$ cat src/rtl/lock_pkg.sv
// Shared constants and types for the digital lock: the button front end and the
// lock FSM agree on key width and encoding through this package.
package lock_pkg;
  localparam int N_BTN                   = 4;
  localparam int KEY_W                   = 2;
  localparam int DEBOUNCE_CYCLES_DEFAULT = 250000;

  typedef logic [KEY_W-1:0] key_t;
endpackage : lock_pkg

$ cat src/rtl/debounce_cell.sv
// One button bit: two-flop synchroniser, hold counter and accepted (stable) level.
// A new level is accepted only after it has been seen DEBOUNCE_CYCLES times in a row.
module debounce_cell #(
  parameter int DEBOUNCE_CYCLES = 4,
  parameter int CNT_W           = $clog2(DEBOUNCE_CYCLES)
) (
  input  logic clk,
  input  logic rst,
  input  logic raw,
  output logic stable
);
  logic             sync1_q, sync2_q;
  logic [CNT_W-1:0] cnt_q, cnt_d;
  logic             stable_q, stable_d;

  always_comb begin
    cnt_d    = cnt_q;
    stable_d = stable_q;
    if (sync2_q == stable_q) begin
      cnt_d = '0;
    end else if (cnt_q == CNT_W'(DEBOUNCE_CYCLES - 1)) begin
      stable_d = sync2_q;
      cnt_d    = '0;
    end else begin
      cnt_d = cnt_q + CNT_W'(1);
    end
  end

  always_ff @(posedge clk or posedge rst) begin
    if (rst) begin
      sync1_q  <= 1'b0;
      sync2_q  <= 1'b0;
      cnt_q    <= '0;
      stable_q <= 1'b0;
    end else begin
      sync1_q  <= raw;
      sync2_q  <= sync1_q;
      cnt_q    <= cnt_d;
      stable_q <= stable_d;
    end
  end

  assign stable = stable_q;
endmodule : debounce_cell

$ cat src/rtl/button_conditioner.sv
// Lock input front end: debounces every button and turns clean presses into
// single-cycle key events, flagging chords as errors.
module button_conditioner
  import lock_pkg::key_t;
#(
  parameter int N_BTN           = lock_pkg::N_BTN,
  parameter int DEBOUNCE_CYCLES = lock_pkg::DEBOUNCE_CYCLES_DEFAULT,
  parameter int CNT_W           = $clog2(DEBOUNCE_CYCLES)
) (
  input  logic             clk,
  input  logic             rst,
  input  logic [N_BTN-1:0] button,
  output logic [N_BTN-1:0] btn_level,
  output logic             key_valid,
  output key_t             key_code,
  output logic             key_error
);
  logic [N_BTN-1:0] stable;
  logic [N_BTN-1:0] stable_d_q;
  logic [N_BTN-1:0] rise;
  logic             key_valid_q, key_valid_d;
  logic             key_error_q, key_error_d;
  key_t             key_code_q, key_code_d;
  int               rise_cnt;
  key_t             rise_idx;

  genvar gi;
  generate
    for (gi = 0; gi < N_BTN; gi++) begin : g_btn
      debounce_cell #(
        .DEBOUNCE_CYCLES (DEBOUNCE_CYCLES),
        .CNT_W           (CNT_W)
      ) u_cell (
        .clk    (clk),
        .rst    (rst),
        .raw    (button[gi]),
        .stable (stable[gi])
      );
    end
  endgenerate

  assign rise = stable & ~stable_d_q;

  always_comb begin
    rise_cnt    = 0;
    rise_idx    = '0;
    key_valid_d = 1'b0;
    key_error_d = 1'b0;
    key_code_d  = key_code_q;
    for (int i = 0; i < N_BTN; i++) begin
      if (rise[i]) begin
        rise_cnt = rise_cnt + 1;
        rise_idx = key_t'(i);
      end
    end
    // A press is only legal when nothing else was already held.
    if (rise_cnt == 1 && stable_d_q == '0) begin
      key_valid_d = 1'b1;
      key_code_d  = rise_idx;
    end else if (rise_cnt != 0) begin
      key_error_d = 1'b1;
    end
  end

  always_ff @(posedge clk or posedge rst) begin
    if (rst) begin
      stable_d_q  <= '0;
      key_valid_q <= 1'b0;
      key_error_q <= 1'b0;
      key_code_q  <= '0;
    end else begin
      stable_d_q  <= stable;
      key_valid_q <= key_valid_d;
      key_error_q <= key_error_d;
      key_code_q  <= key_code_d;
    end
  end

  assign btn_level = stable;
  assign key_valid = key_valid_q;
  assign key_error = key_error_q;
  assign key_code  = key_code_q;
endmodule : button_conditioner

$ cat config.mk
export PLATFORM = sky130hd
export DESIGN_NAME = button_conditioner
export DESIGN_NICKNAME = d
export VERILOG_FILES = /design/src/rtl/lock_pkg.sv /design/src/rtl/debounce_cell.sv /design/src/rtl/button_conditioner.sv
export SDC_FILE = /design/constraint.sdc
export NUM_CORES = 1
export LEC_CHECK = 0
export CORE_MARGIN = 5
export CORE_UTILIZATION = 46
export CTS_CLUSTER_DIAMETER = 100
export DETAILED_ROUTE_END_ITERATION = 10
export PLACE_DENSITY_LB_ADDON = 0.05
export SLEW_MARGIN = 20
export SYNTH_ARGS = -nofsm -noshare
export SYNTH_HDL_FRONTEND = slang
export SYNTH_HIERARCHICAL = 1
export SYNTH_SLANG_ARGS = --single-unit
$ cat constraint.sdc
create_clock -name clk -period 3.7 [get_ports clk]
set_clock_uncertainty 0.05 [all_clocks]
set_input_delay 0.37 -clock clk [delete_from_list [all_inputs] [get_ports clk]]
set_output_delay 0.37 -clock clk [all_outputs]
set_load 0.03 [all_outputs]
==> summary.md <==
| Metric | Value |
|---|---|
| Netlist cell types | 45 |
| Postcts setup bufs | 0 |
| Crit end category | register |
| Worst hold slack | 0.304 ns |
| GRT Total Usage | 15.5% |
| Setup_tns | 0 ns |
| Most frequent cell after synthesis | dfrtp_1 |
| Post-synth top cells | dfrtp_1, nor2_1, xor2_1 |
| Post-synth top area share | 50.3% |
| Post-Synth Adder-Cell Area | 1.91% |
| Async SR Flop Fraction | 100% |
| Setup Viol. Count Final | 0 |
| Max-Slew Margin vs Limit | 33.1% |
| Vias post-DR | 3109 |
| TritonRoute pass-1 iters | 4 |
| Final Net Count | 455 |
| Ant diodes | 0 |
| Top post-synthesis cells by area | dfrtp_1, xor2_1, nor2_1 |
| Net switching power | 410 uW |
| Die Y | 110 um |
| Drt total wl | 8.40 mm |
| H-tree Lvls | 3 |
| Post_cts resized | 0 |
| Die ar. | 12000 sq um |
| WL/cell | 14.5 um |
| Seq/Total Area, Yosys | 50.3% |
| Place WS | 1.02 ns |
| Simple-Gate Fraction of Synth Area | 25.4% |
| Grt ovf | 0 |
| Largest area contributor in the synthesized netlist | dfrtp_1 |
| Max-slew violations | 0 |
| Final hold vios | 0 |
| First-pass GRT wire length | 14.8 mm |
| Routed wl met3 | 240 um |
| Post-synthesis cell area | 4580 sq um |
| Power share of the combinational group | 3.4% |
| Yosys warning count | 6 |
| Crit path launch type | register |
| Final ANT Viol Nets | 0 |
| Maxcap violations | 0 |
| XOR/XNOR Fraction of Synth Area | 11.9% |
| Ys flop type | dfrtp_1 |
| Switching Share | 22.2% |
| CTS Buffer Depth | 2 |
| Iter 0 DRT Violations | 137 |
| Residual DRC count | 0 |
| WL met2 | 3.97 mm |
| Root buffer cell | clkbuf_8 |
| Filler Cell Count | 896 |
| Post-DR vias/cell | 5.36 |
| Synth Net Count | 439 |
| Tmin final | 2.71 ns |
| Mux cell area share after synthesis | 1.31% |
| Hold Buf Count CTS | 0 |
| Standard-cell rows | 36 |
| Clock power share | 40.8% |
| Area delta synth->final | 9.98% |
| Power Dens Cells | 368 nW/um^2 |
| Worst VDD drop | 0.343 mV |
| Core ar. | 9730 sq um |
| Routability cong. | 0.787 |
| I/O pin total | 14 |
| Final WS setup | 0.989 ns |
| TritonCTS clock tree | yes |
| Leakage | 2.20 nW |
| Yosys reg bits | 92 |
| Clock latency on the worst-skew pair | 0.35 ns |
| Fin crit share | 73.3% |
| CP Class | register to register |
| M1 wire length | 4.10 mm |
| Seq pwr share | 55.7% |
| Worst Path Required | 3.93 ns |
| RSZ-0062 raised after global routing | no |
| Syn Area/Cell | 10.7 sq um |
| Highest Signal Layer | met4 |
| Die Wd | 110 um |
| Layout cell share with drive strength beyond 1 | 9.84% |
| Synth Area in Compound Gates | 6.78% |
| Largest net degree at the start of global routing | 22 |
| Max frequency | 369 MHz |
| Internal Pwr Total | 1.44 mW |
| Post-DP HPWL | 5.71 mm |
| Outcome | finished clean |
| Largest family of logic cells by synthesized area | simple AND/OR/NAND/NOR gates |
| Total power | 1.85 mW |
| Hold WC Path Type | register to register |
| Final core occ | 51.7% |
| CTS Buf Count | 9 |
| Vias in the first global route | 3082 |
| Mapped Cells | 426 |
| Worst-margin pin slew | 1.00 ns |
| Buffers on Ports | 13 |
| Starting density of the core | 47.1% |
| Crit-path max FO | 5 |
| EDFF count, synth | 0 |
| Initial antenna violation count | 0 |
| CTS clock-pin slew for the worst setup and hold paths | 0.09 ns |
| CP arrival | 2.94 ns |
| Clock sink count | 92 |
==> power by group through the flow <==
stage | Combinational [mW] | Sequential [mW] | Clock (mW)
after detailed placement | 0.0666 | 1.05 | 0
after floorplan | 0.0513 | 1.05 | 0
after global routing | 0.0765 | 1.04 | 0.830
final | 0.0639 | 1.03 | 0.756
after CTS | 0.0670 | 1.03 | 0.786
after global placement | 0.0658 | 1.05 | 0
==> worst paths after layout <==
kind                                          from                       end  slack, ns  cells after the start
hold reg to reg            g_btn[3].u_cell/sync1_q   g_btn[3].u_cell/sync2_q       0.30                      0
setup / recovery            g_btn[1].u_cell/stable               key_code[0]       0.99                      9
min in group asynchronous                      rst             stable_d_q[2]       0.37                      2
max in group asynchronous                      rst  g_btn[1].u_cell/cnt_q[5]       2.51                      2
setup reg to reg            g_btn[1].u_cell/stable               key_code[0]       0.99                      9
hold / removal             g_btn[3].u_cell/sync1_q   g_btn[3].u_cell/sync2_q       0.30                      0
==> final cells by class <==
cell class	instances	area [sq um]	area share (%)
clock buffers	11	141	2.81
clock inverters	5	83.8	1.67
inverters	13	48.8	0.969
multi-input cells	313	2160	42.9
flip-flops and latches	92	2300	45.7
well taps	133	166	3.31
repair buffers	13	130	2.58
==> critical path, cell delays in order, from the launching register on <==
cell,delay [ns]
dfrtp_1,0.42
nor2b_1,0.24
ha_1,0.32
xor2_1,0.31
inv_1,0.12
ha_1,0.32
nor4b_1,0.29
mux2_4,0.23
o221ai_2,0.10
a211oi_2,0.23
==> cells in the final DEF, fill, tap and decap left out, types with 2 or more instances in the layout <==
cell type,netlist,final
a21boi_0,2,2
a21oi_1,8,8
and2_1,4,4
and3_1,4,4
and4_1,13,13
and4_2,8,8
bufinv_16,0,2
clkbuf_8,0,10
clkdlybuf4s50_1,0,13
clkinvlp_4,0,2
dfrtp_1,92,92
ha_1,7,7
inv_1,13,13
mux2_2,4,4
nand2_1,17,17
nand2b_1,6,6
nand3_1,29,29
nand4_1,20,20
nor2_1,73,73
nor2b_1,6,6
nor4_1,8,8
o21ai_0,4,4
o31ai_1,4,4
o41ai_4,4,4
or3_1,4,4
or4_1,4,4
or4_4,4,4
xnor2_1,21,21
xor2_1,41,41
==> state kept, by name, indices dropped and copies added, names as in the netlist <==
signal	cells
g_btn.u_cell/sync1_q	4
stable_d_q	4
g_btn.u_cell/stable	4
key_error	1
g_btn.u_cell/cnt_q	72
key_code	2
g_btn.u_cell/sync2_q	4
key_valid	1
==> cells by family after synthesis <==
kind of cell             count (synthesis)
AND/OR/NAND/NOR                        209
buffers and inverters                   21
flip-flops                              92
adder cells (fa/ha/maj)                  7
multiplexers                             5
AO/OA/AOI/OAI                           30
XOR/XNOR                                62
==> layer usage <==
layer  up-vias  global-route usage [%]
met2        32                    24.5
li1       1532                       -
met3         8                    4.35
met1      1537                    20.9
met5         -                       0
met4         0                    4.54
==> per-stage QoR <==
step	std cells	cell area, sq um
after floorplan	426	4580
after global placement	564	4810
after detailed placement	564	4810
after CTS	580	5030
after global routing	580	5030
final	580	5030
Power figures use the tool's default switching activity.
